--- config.mk ---
export PLATFORM = sky130hd
export DESIGN_NAME = i2s_rx_flat
export DESIGN_NICKNAME = d
export VERILOG_FILES = /design/src/rtl/i2s_rx_if.sv /design/src/rtl/i2s_rx.sv /design/src/flat_wrapper.sv
export SDC_FILE = /design/constraint.sdc
export NUM_CORES = 1
export LEC_CHECK = 0
export BUFFER_PORTS_ARGS = -buffer_cell sky130_fd_sc_hd__clkbuf_2
export CORE_ASPECT_RATIO = 0.9
export CORE_MARGIN = 2
export CORE_UTILIZATION = 60
export CTS_CLUSTER_DIAMETER = 200
export DETAILED_ROUTE_END_ITERATION = 16
export PLACE_DENSITY = 0.91
export RECOVER_POWER = 100
export SLEW_MARGIN = 20
export SYNTH_ARGS = -nofsm -noshare
export SYNTH_HDL_FRONTEND = slang
export SYNTH_SLANG_ARGS = --single-unit
export TNS_END_PERCENT = 100
--- constraint.sdc ---
create_clock -name clk -period 6.4 [get_ports clk]
set_clock_uncertainty 0.2 [all_clocks]
set_input_delay 1.28 -clock clk [delete_from_list [all_inputs] [get_ports clk]]
set_output_delay 1.28 -clock clk [all_outputs]
set_load 0.03 [all_outputs]
--- src/rtl/i2s_rx_if.sv ---
// I2S receive port bundle: serial pins towards the receiver and the
// parallel sample outputs coming back from it.
interface i2s_rx_if #(
    parameter int size = 16
);
    logic            sck;
    logic            ws;
    logic            sd;
    logic            valid;
    logic [size-1:0] out;
    logic            out_right;
    logic            frame_err;

    modport master (
        output sck, ws, sd,
        input  valid, out, out_right, frame_err
    );

    modport slave (
        input  sck, ws, sd,
        output valid, out, out_right, frame_err
    );
endinterface

--- src/rtl/i2s_rx.sv ---
// I2S receiver: synchronizes sck/ws/sd into clk, frames words on ws changes
// and presents each sample (full or left-justified short) with a valid pulse.
//
// state | meaning
// ------+---------------------------------------------------------------
// IDLE  | after reset; wait for the first ws change before framing words
// SHIFT | shifting bits of the current word, MSB first
// SKIP  | word complete; ignore extra slot bits until the next ws change
module i2s_rx #(
    parameter int size        = 16,
    parameter int sync_stages = 2
) (
    input  logic   clk,
    input  logic   rst,
    i2s_rx_if.slave bus
);
    localparam int cnt_w = $clog2(size + 1);
    localparam logic [cnt_w-1:0] cnt_full = cnt_w'(size);

    typedef enum logic [1:0] {
        IDLE  = 2'd0,
        SHIFT = 2'd1,
        SKIP  = 2'd2
    } state_t;

    state_t state, state_next;

    logic [sync_stages-1:0] sck_sync;
    logic [sync_stages-1:0] ws_sync;
    logic [sync_stages-1:0] sd_sync;
    logic sck_s, ws_s, sd_s;

    logic sck_prev;
    logic rise_d;
    logic ws_d;
    logic sd_d;
    logic ws_prev;
    logic ws_change;

    logic [size-1:0]  shreg, shreg_next, shifted;
    logic [cnt_w-1:0] cnt, cnt_next, cnt_inc;
    logic [size-1:0]  out_q, out_next;
    logic             out_right_q, out_right_next;
    logic             valid_q, valid_next;
    logic             err_q, err_next;
    logic             word_ch, word_ch_next;

    always_ff @(posedge clk or posedge rst) begin
        if (rst) begin
            sck_sync <= '0;
            ws_sync  <= '0;
            sd_sync  <= '0;
        end else begin
            sck_sync <= {sck_sync[sync_stages-2:0], bus.sck};
            ws_sync  <= {ws_sync[sync_stages-2:0], bus.ws};
            sd_sync  <= {sd_sync[sync_stages-2:0], bus.sd};
        end
    end

    assign sck_s = sck_sync[sync_stages-1];
    assign ws_s  = ws_sync[sync_stages-1];
    assign sd_s  = sd_sync[sync_stages-1];

    // ws and sd are captured in the same cycle the sck rise is seen, so both
    // belong to the same bit even though they were synchronized separately.
    always_ff @(posedge clk or posedge rst) begin
        if (rst) begin
            sck_prev <= 1'b0;
            rise_d   <= 1'b0;
            ws_d     <= 1'b0;
            sd_d     <= 1'b0;
        end else begin
            sck_prev <= sck_s;
            rise_d   <= sck_s & ~sck_prev;
            ws_d     <= ws_s;
            sd_d     <= sd_s;
        end
    end

    assign ws_change = rise_d & (ws_d != ws_prev);
    assign shifted   = {shreg[size-2:0], sd_d};
    assign cnt_inc   = (cnt == cnt_full) ? cnt : cnt + cnt_w'(1);

    always_ff @(posedge clk or posedge rst) begin
        if (rst) begin
            state       <= IDLE;
            ws_prev     <= 1'b0;
            shreg       <= '0;
            cnt         <= '0;
            out_q       <= '0;
            out_right_q <= 1'b0;
            valid_q     <= 1'b0;
            err_q       <= 1'b0;
            word_ch     <= 1'b0;
        end else begin
            state       <= state_next;
            if (rise_d)
                ws_prev <= ws_d;
            shreg       <= shreg_next;
            cnt         <= cnt_next;
            out_q       <= out_next;
            out_right_q <= out_right_next;
            valid_q     <= valid_next;
            err_q       <= err_next;
            word_ch     <= word_ch_next;
        end
    end

    // The bit sampled on a ws-change edge is the LSB of the outgoing word,
    // so it is shifted in before the word is closed.
    always_comb begin
        state_next     = state;
        shreg_next     = shreg;
        cnt_next       = cnt;
        out_next       = out_q;
        out_right_next = out_right_q;
        valid_next     = 1'b0;
        err_next       = err_q;
        word_ch_next   = word_ch;

        if (rise_d) begin
            case (state)
                IDLE: begin
                    if (ws_change) begin
                        state_next   = SHIFT;
                        cnt_next     = '0;
                        shreg_next   = '0;
                        word_ch_next = ws_d;
                    end
                end

                SHIFT: begin
                    if (ws_change && cnt == '0) begin
                        cnt_next     = '0;
                        shreg_next   = '0;
                        word_ch_next = ws_d;
                    end else begin
                        shreg_next = shifted;
                        cnt_next   = cnt_inc;
                        if (cnt_inc == cnt_full) begin
                            out_next       = shifted;
                            out_right_next = word_ch;
                            valid_next     = 1'b1;
                            state_next     = SKIP;
                        end else if (ws_change) begin
                            out_next       = shifted << (cnt_full - cnt_inc);
                            out_right_next = word_ch;
                            valid_next     = 1'b1;
                            err_next       = 1'b1;
                        end
                        if (ws_change) begin
                            state_next   = SHIFT;
                            cnt_next     = '0;
                            shreg_next   = '0;
                            word_ch_next = ws_d;
                        end
                    end
                end

                SKIP: begin
                    if (ws_change) begin
                        state_next   = SHIFT;
                        cnt_next     = '0;
                        shreg_next   = '0;
                        word_ch_next = ws_d;
                    end
                end

                default: begin
                    state_next = IDLE;
                end
            endcase
        end
    end

    assign bus.valid     = valid_q;
    assign bus.out       = out_q;
    assign bus.out_right = out_right_q;
    assign bus.frame_err = err_q;
endmodule

--- src/flat_wrapper.sv ---
// flat-port wrapper written by rule: the top's interface ports become plain ports
module i2s_rx_flat 
#(
    parameter int size        = 16,
    parameter int sync_stages = 2
)
  (clk, rst, bus_sck, bus_ws, bus_sd, bus_valid, bus_out, bus_out_right, bus_frame_err);
  i2s_rx_if #(.size(size)) bus_i ();
  input  logic clk;
  input  logic rst;
  input wire logic [$bits(bus_i.sck)-1:0] bus_sck;
  input wire logic [$bits(bus_i.ws)-1:0] bus_ws;
  input wire logic [$bits(bus_i.sd)-1:0] bus_sd;
  output wire logic [$bits(bus_i.valid)-1:0] bus_valid;
  output wire logic [$bits(bus_i.out)-1:0] bus_out;
  output wire logic [$bits(bus_i.out_right)-1:0] bus_out_right;
  output wire logic [$bits(bus_i.frame_err)-1:0] bus_frame_err;
  assign bus_i.sck = bus_sck;
  assign bus_i.ws = bus_ws;
  assign bus_i.sd = bus_sd;
  assign bus_valid = bus_i.valid;
  assign bus_out = bus_i.out;
  assign bus_out_right = bus_i.out_right;
  assign bus_frame_err = bus_i.frame_err;
  i2s_rx #(.size(size), .sync_stages(sync_stages)) u_core (.clk(clk), .rst(rst), .bus(bus_i));
endmodule
=== Word level (Yosys, flattened, before mapping) ===
Cells that the tools add are included.

* Bits in registers: 53
* Input bits: 5
* Word-level logic and storage cells: 69

* Add/sub/neg operators: 2
* Equality and inequality tests: 8
* Shift operators: 1
* Muxes and demuxes: 26
* Bitwise gates (word level): 5
* Reductions and logical operators: 11

{| class="wikitable"
|+ Operator list
! cell !! count
|-
| 15-bit two-way mux || 3
|-
| 16-bit two-way mux || 2
|-
| 15-bit one-hot mux with 2 select lines || 1
|-
| 5-bit two-way mux || 4
|-
| 16-bit by 5-bit left shift with 16-bit output || 1
|-
| 5-bit == test, second input constant || 2
|-
| 5-bit one-hot mux with 2 select lines || 1
|-
| 1-bit two-way mux || 9
|-
| 2-bit two-way mux || 4
|-
| 4-bit AND reduction || 2
|-
| 5-bit by 1-bit adder with 5-bit output, second input constant || 1
|-
| 5-bit zero test || 1
|-
| 5-bit AND reduction || 1
|-
| 5-bit subtractor, first input constant || 1
|-
| 2-bit one-hot mux with 2 select lines || 1
|-
| 2-bit nonzero test || 2
|-
| 3-bit by 1-bit inequality test with 1-bit output, second input constant || 1
|-
| 1-bit inverter || 3
|-
| 3-bit AND reduction || 1
|-
| 1-bit bitwise AND || 2
|-
| 2-bit by 1-bit == test with 1-bit output, second input constant || 1
|-
| 2-bit == test, second input constant || 1
|-
| 2-bit zero test || 1
|-
| 2-bit by 1-bit inequality test with 1-bit output, second input constant || 1
|-
| other kinds (6) || 6
|}

=== Longest topological paths before layout ===
* Depth after elaboration: 7
* Mapped depth: 16
* Mapped depth without buffers: 15

=== Worst setup path after synthesis ===
No wires, ideal clock.

* Path type: reg-to-reg
* Start: register u_core.cnt[0]
* End: register u_core.out_q[11] (netlist: u_core.bus.out[11])
* Library setup time: 0.082 ns
* Arrival time: 3.341 ns
* Data required time: 6.118 ns
* Path slack: 2.777 ns
* Stages on the path, launching flop included: 14
* Path buffers: 3
* Period minus slack after synthesis: 3.623 ns
* Path through: dfrtp_1 inv_1 ha_1 buf_2 buf_2 inv_1 ha_1 inv_1 nor3b_1 ha_1 or2_2 clkbuf_1 or4_1 a31oi_1

* Longest elaborated chain between the ends: 6
* Elaborated cells on any way between the ends: 13
* Classes of those cells: 2 x add/sub; 2 x eq/ne; 1 x shift; 3 x mux; 1 x bitwise; 4 x reduce/logical

{| class="wikitable"
|+ Ends and longest elaborated chain
! item !! RTL line !! RTL
|-
| start, declared || i2s_rx.sv:41 || <nowiki>logic [cnt_w-1:0] cnt, cnt_next, cnt_inc;</nowiki>
|-
| start signal, assigned || i2s_rx.sv:100 || <nowiki>cnt <= cnt_next;</nowiki>
|-
| 5-bit by 1-bit adder with 5-bit output / 5-bit == test (equally long branches) || i2s_rx.sv:82 || <nowiki>assign cnt_inc = (cnt == cnt_full) ? cnt : cnt + cnt_w'(1);</nowiki>
|-
| 5-bit two-way mux || i2s_rx.sv:82 ||
|-
| 5-bit subtractor || i2s_rx.sv:146 || <nowiki>out_next = shifted << (cnt_full - cnt_inc);</nowiki>
|-
| 16-bit by 5-bit left shift with 16-bit output || i2s_rx.sv:146 ||
|-
| 16-bit two-way mux || i2s_rx.sv:145 || <nowiki>end else if (ws_change) begin</nowiki>
|-
| 16-bit two-way mux || i2s_rx.sv:140 || <nowiki>if (cnt_inc == cnt_full) begin</nowiki>
|-
| end signal, assigned || i2s_rx.sv:101 || <nowiki>out_q <= out_next;</nowiki>
|-
| end, declared || i2s_rx.sv:42 || <nowiki>logic [size-1:0] out_q, out_next;</nowiki>
|}

Several ways; a longest one is shown, not always the timed one. The select of a mux whose other input is x is not followed.
A chain may end at the register's enable or synchronous reset.

=== Worst setup path after layout ===
Ends and elaborated chain as after synthesis.

==> summary.md <==
| Metric | Value |
|---|---|
| Status | finished with violations |
| Failing checks | max-capacitance violations, max-slew violations |
| Die height | 72.13 um |
| Clk network pwr share | 0.207 |
| Sequential fraction of the synthesis area | 0.4286 |
| DP Wirelength | 4739 um |
| Final period utilization | 0.7659 |
| Initial antenna violation count | 0 |
| Cell variety after synth | 60 |
| Setup violators final | 0 |
| Post-route setup slack | 1.498 ns |
| Setup crit end kind | flip-flop |
| First-pass GRT wire length | 11,650 um |
| Post-Route Utilization | 0.6692 |
| Cts repair resizes | 0 |
| Worst ir drop on vdd | a little over 0.0003 V |
| Cell family with most CP delay | simple AND/OR/NAND/NOR gates |
| Pins over their slew limit | 54 |
| Async SR Flop Fraction | 1.000 |
| Unrepaired setup endpoints after global routing | false |
| Switching Fraction | 0.4112 |
| Total GRT Usage | 0.2622 |
| H-tree levels | 2 |
| Vias in the first global route | 2,268 |
| Worst-path cell chain | inv_1 -> ha_1 -> and4bb_1 -> xnor2_1 -> inv_4 -> ha_1 -> inv_1 -> nor3b_1 -> ha_1 -> or2_0 -> or4_1 -> a31oi_1 |
| DRT Pass-1 Iters | 5 |
| Place WS | 1.961 ns |
| Root buf cell | clkbuf_8 |
| Sequential Power Share | 0.383 |
| Net Count, Synth | a little over 300 |
| Clk buf depth | 2 |
| Synthesized area per cell | 10.45 sq um |
| Buf/Inv on CP | 3 |
| Filler-free cell count of the finished design | 372 |
| Post-synth top area cell | dfrtp_1 |
| Avg WL per Cell | 18.89 um |
| # rows | 24 |
| Min Clock Period, post-route | 4.902 ns |
| Tot Pwr | 1.107 mW |
| Most frequent CP cell | ha_1 |
| Starting density of the core | 0.6322 |
| Worst-Skew Late Latency | 0.31 ns |
| FMAX | between 0.2 and 0.25 GHz |
| Final ANT Viol Nets | 0 |
| PD cells | approximately 340 mW/mm^2 |
| Global route total overflow | 0 |
| # IOs | 24 |
| Post-Syn Instances | 296 |
| Post-Route Setup TNS | 0 ns |
| Post-synth top area share | 0.4286 |
| Switch Pwr | 455.1 uW |
| First DRT Iteration DRCs | ~350 |
| Comb power frac | 0.410 |
| Layout area overhead | 5.863% |
| Layout cells sized above 1 | 0.1173 |
| Max-cap violations | 1 |
| Post-synth EDFFs | 0 |
| Post-Synthesis Cell Area | 0.003094 sq mm |
| Final GP Congestion | 0.9281 |
| Final instance area | 0.003276 sq mm |
| Post-CTS Setup Repair Bufs | 0 |
| Hold buffer count at CTS | 0 |
| Worst Tran Pin Value | 2.200 ns |
| Ys flop type | dfrtp_1 |
| Core box area | just under 0.005 sq mm |
| Hold Violations, Final | 0 |
| Via/cell ratio | 6.672 |
| CTS clk-pin slew, worst paths | 0.10 ns |
| Die Width | 79.70 um |
| Max-Slew Margin vs Limit | -0.4750 |
| Critical Path RT | 6.43 ns |
| IO Port Bufs | 23 |
| Drt drc | 0 |
| CP max FO | 21 |
| Synth warn | 0 |
| Placed Instance Area | 0.003206 sq mm |
| TritonCTS Buffers | 5 |
| Detailed Route WL | 7027 um |
| Arrival time worst endpoint | between 4 and 5 ns |
| Register bit total from synthesis | 53 |
| Antenna diodes | 0 |
| Dominant cell by count in the synthesized netlist | dfrtp_1 |
| CP peak stage delay | 0.76 ns |
| Crit path kind | reg -> reg |
| Startpoint Class | flip-flop |
| Main area contributors after synthesis | dfrtp_1 43%, mux2i_1 6.5%, a22o_1 4.8%, mux4_2 4.4%, a21oi_1 2.6% |
| Worst path slowest cell | xnor2_1 |
| Most frequent cells after synthesis | 53 x dfrtp_1, 21 x nand2_1, 21 x nor2_1, 20 x mux2i_1, 17 x a22o_1 |
| CTS tree | built |
| Sink Count | 53 |
| Pleak | 1.362 nW |
| Worst min path class | reg -> reg |
| Power Internal | 651.7 uW |
| Hold Slack | approximately 0.16 ns |
| Die Footprint | 0.005748 sq mm |
| Pin count of the biggest net entering global routing | 54 |
| Nets | 316 |
| Detailed-route via count | 2,482 |
| Post-Place Cells | about 360 |
## worst register-to-register path, delay by kind of cell, from the launching register on
kind,cells,cell delay (ns)
flops,1,0.68
compound gates,1,0.18
xor+xnor,1,0.76
buf+inv,3,0.45
simple gates,4,1.56
fa+ha+maj,3,0.99
## cells by family after synthesis
family / after synthesis / share of synthesized area
mux: 35 / 0.1436
compound gates: 79 / 0.1868
fa+ha+maj: 5 / 0.02022
buf+inv: 30 / 0.04287
simple gates: 88 / 0.1525
flops: 53 / 0.4286
xor+xnor: 6 / 0.02548
## layout by cell type, fill, tap and decap left out, drive strengths merged, types with 2 or more instances in the layout
| cell type | count |
|---|---|
| a2111oi | 2 |
| a211oi | 3 |
| a21oi | 16 |
| a221o | 3 |
| a22o | 17 |
| a31oi | 6 |
| a32oi | 4 |
| and2 | 3 |
| and3 | 5 |
| buf | 2 |
| clkbuf | 28 |
| clkinvlp | 2 |
| dfrtp | 53 |
| ha | 5 |
| inv | 7 |
| mux2 | 9 |
| mux2i | 20 |
| mux4 | 6 |
| nand2 | 21 |
| nand3 | 4 |
| nand3b | 2 |
| nand4 | 5 |
| nor2 | 22 |
| nor2b | 5 |
| nor3 | 3 |
| nor3b | 2 |
| nor4 | 4 |
| o2111ai | 2 |
| o211ai | 4 |
| o21ai | 10 |
| or2 | 3 |
| or3 | 4 |
| xnor2 | 4 |
| xor2 | 2 |
## final cells by class
cell class	count	area, sq um
fillers	358	1619
repair buffers	25	106.4
clock inverters	3	46.29
inverters	8	33.78
well taps	65	81.33
multi-input cells	213	1613
clock buffers	5	68.82
flip-flops and latches	53	1326
## path summary, 6_finish.rpt
kind | start | to | slack, ns | cells past startpoint
setup / recovery | u_core.cnt[0] | u_core.bus.out[11] | 1.50 | 12
hold / removal | u_core.sd_sync[1] | u_core.sd_d | 0.16 | 0
setup reg to reg | u_core.cnt[0] | u_core.bus.out[11] | 1.50 | 12
hold reg to reg | u_core.sd_sync[1] | u_core.sd_d | 0.16 | 0
max in group asynchronous | rst | u_core.shreg[11] | 3.67 | 2
min in group asynchronous | rst | u_core.ws_sync[0] | 1.33 | 2
## per-layer routing
metal | track usage | share of wire
met1 | 0.3980 | 0.46
met2 | 0.3978 | 0.46
met3 | 0.04104 | 0.068
met4 | 0.06897 | 0.018
met5 | 0 | 0
## sequential cells by signal, indices dropped and copies added (netlist names), 2 cells and up, named ones only
name             cells
u_core.bus.out      16
u_core.cnt           5
u_core.sck_sync      2
u_core.sd_sync       2
u_core.shreg        15
u_core.state         2
u_core.ws_sync       2
## power by group through the flow
stage / combinational, mW / sequential [mW] / clock (mW)
finish: 0.454 / 0.424 / 0.229
global route: 0.485 / 0.431 / 0.246
CTS: 0.462 / 0.425 / 0.232
detailed placement: 0.458 / 0.432 / 0
global placement: 0.451 / 0.430 / 0
floorplan: 0.291 / 0.495 / 0
Power figures use the tool's default switching activity.
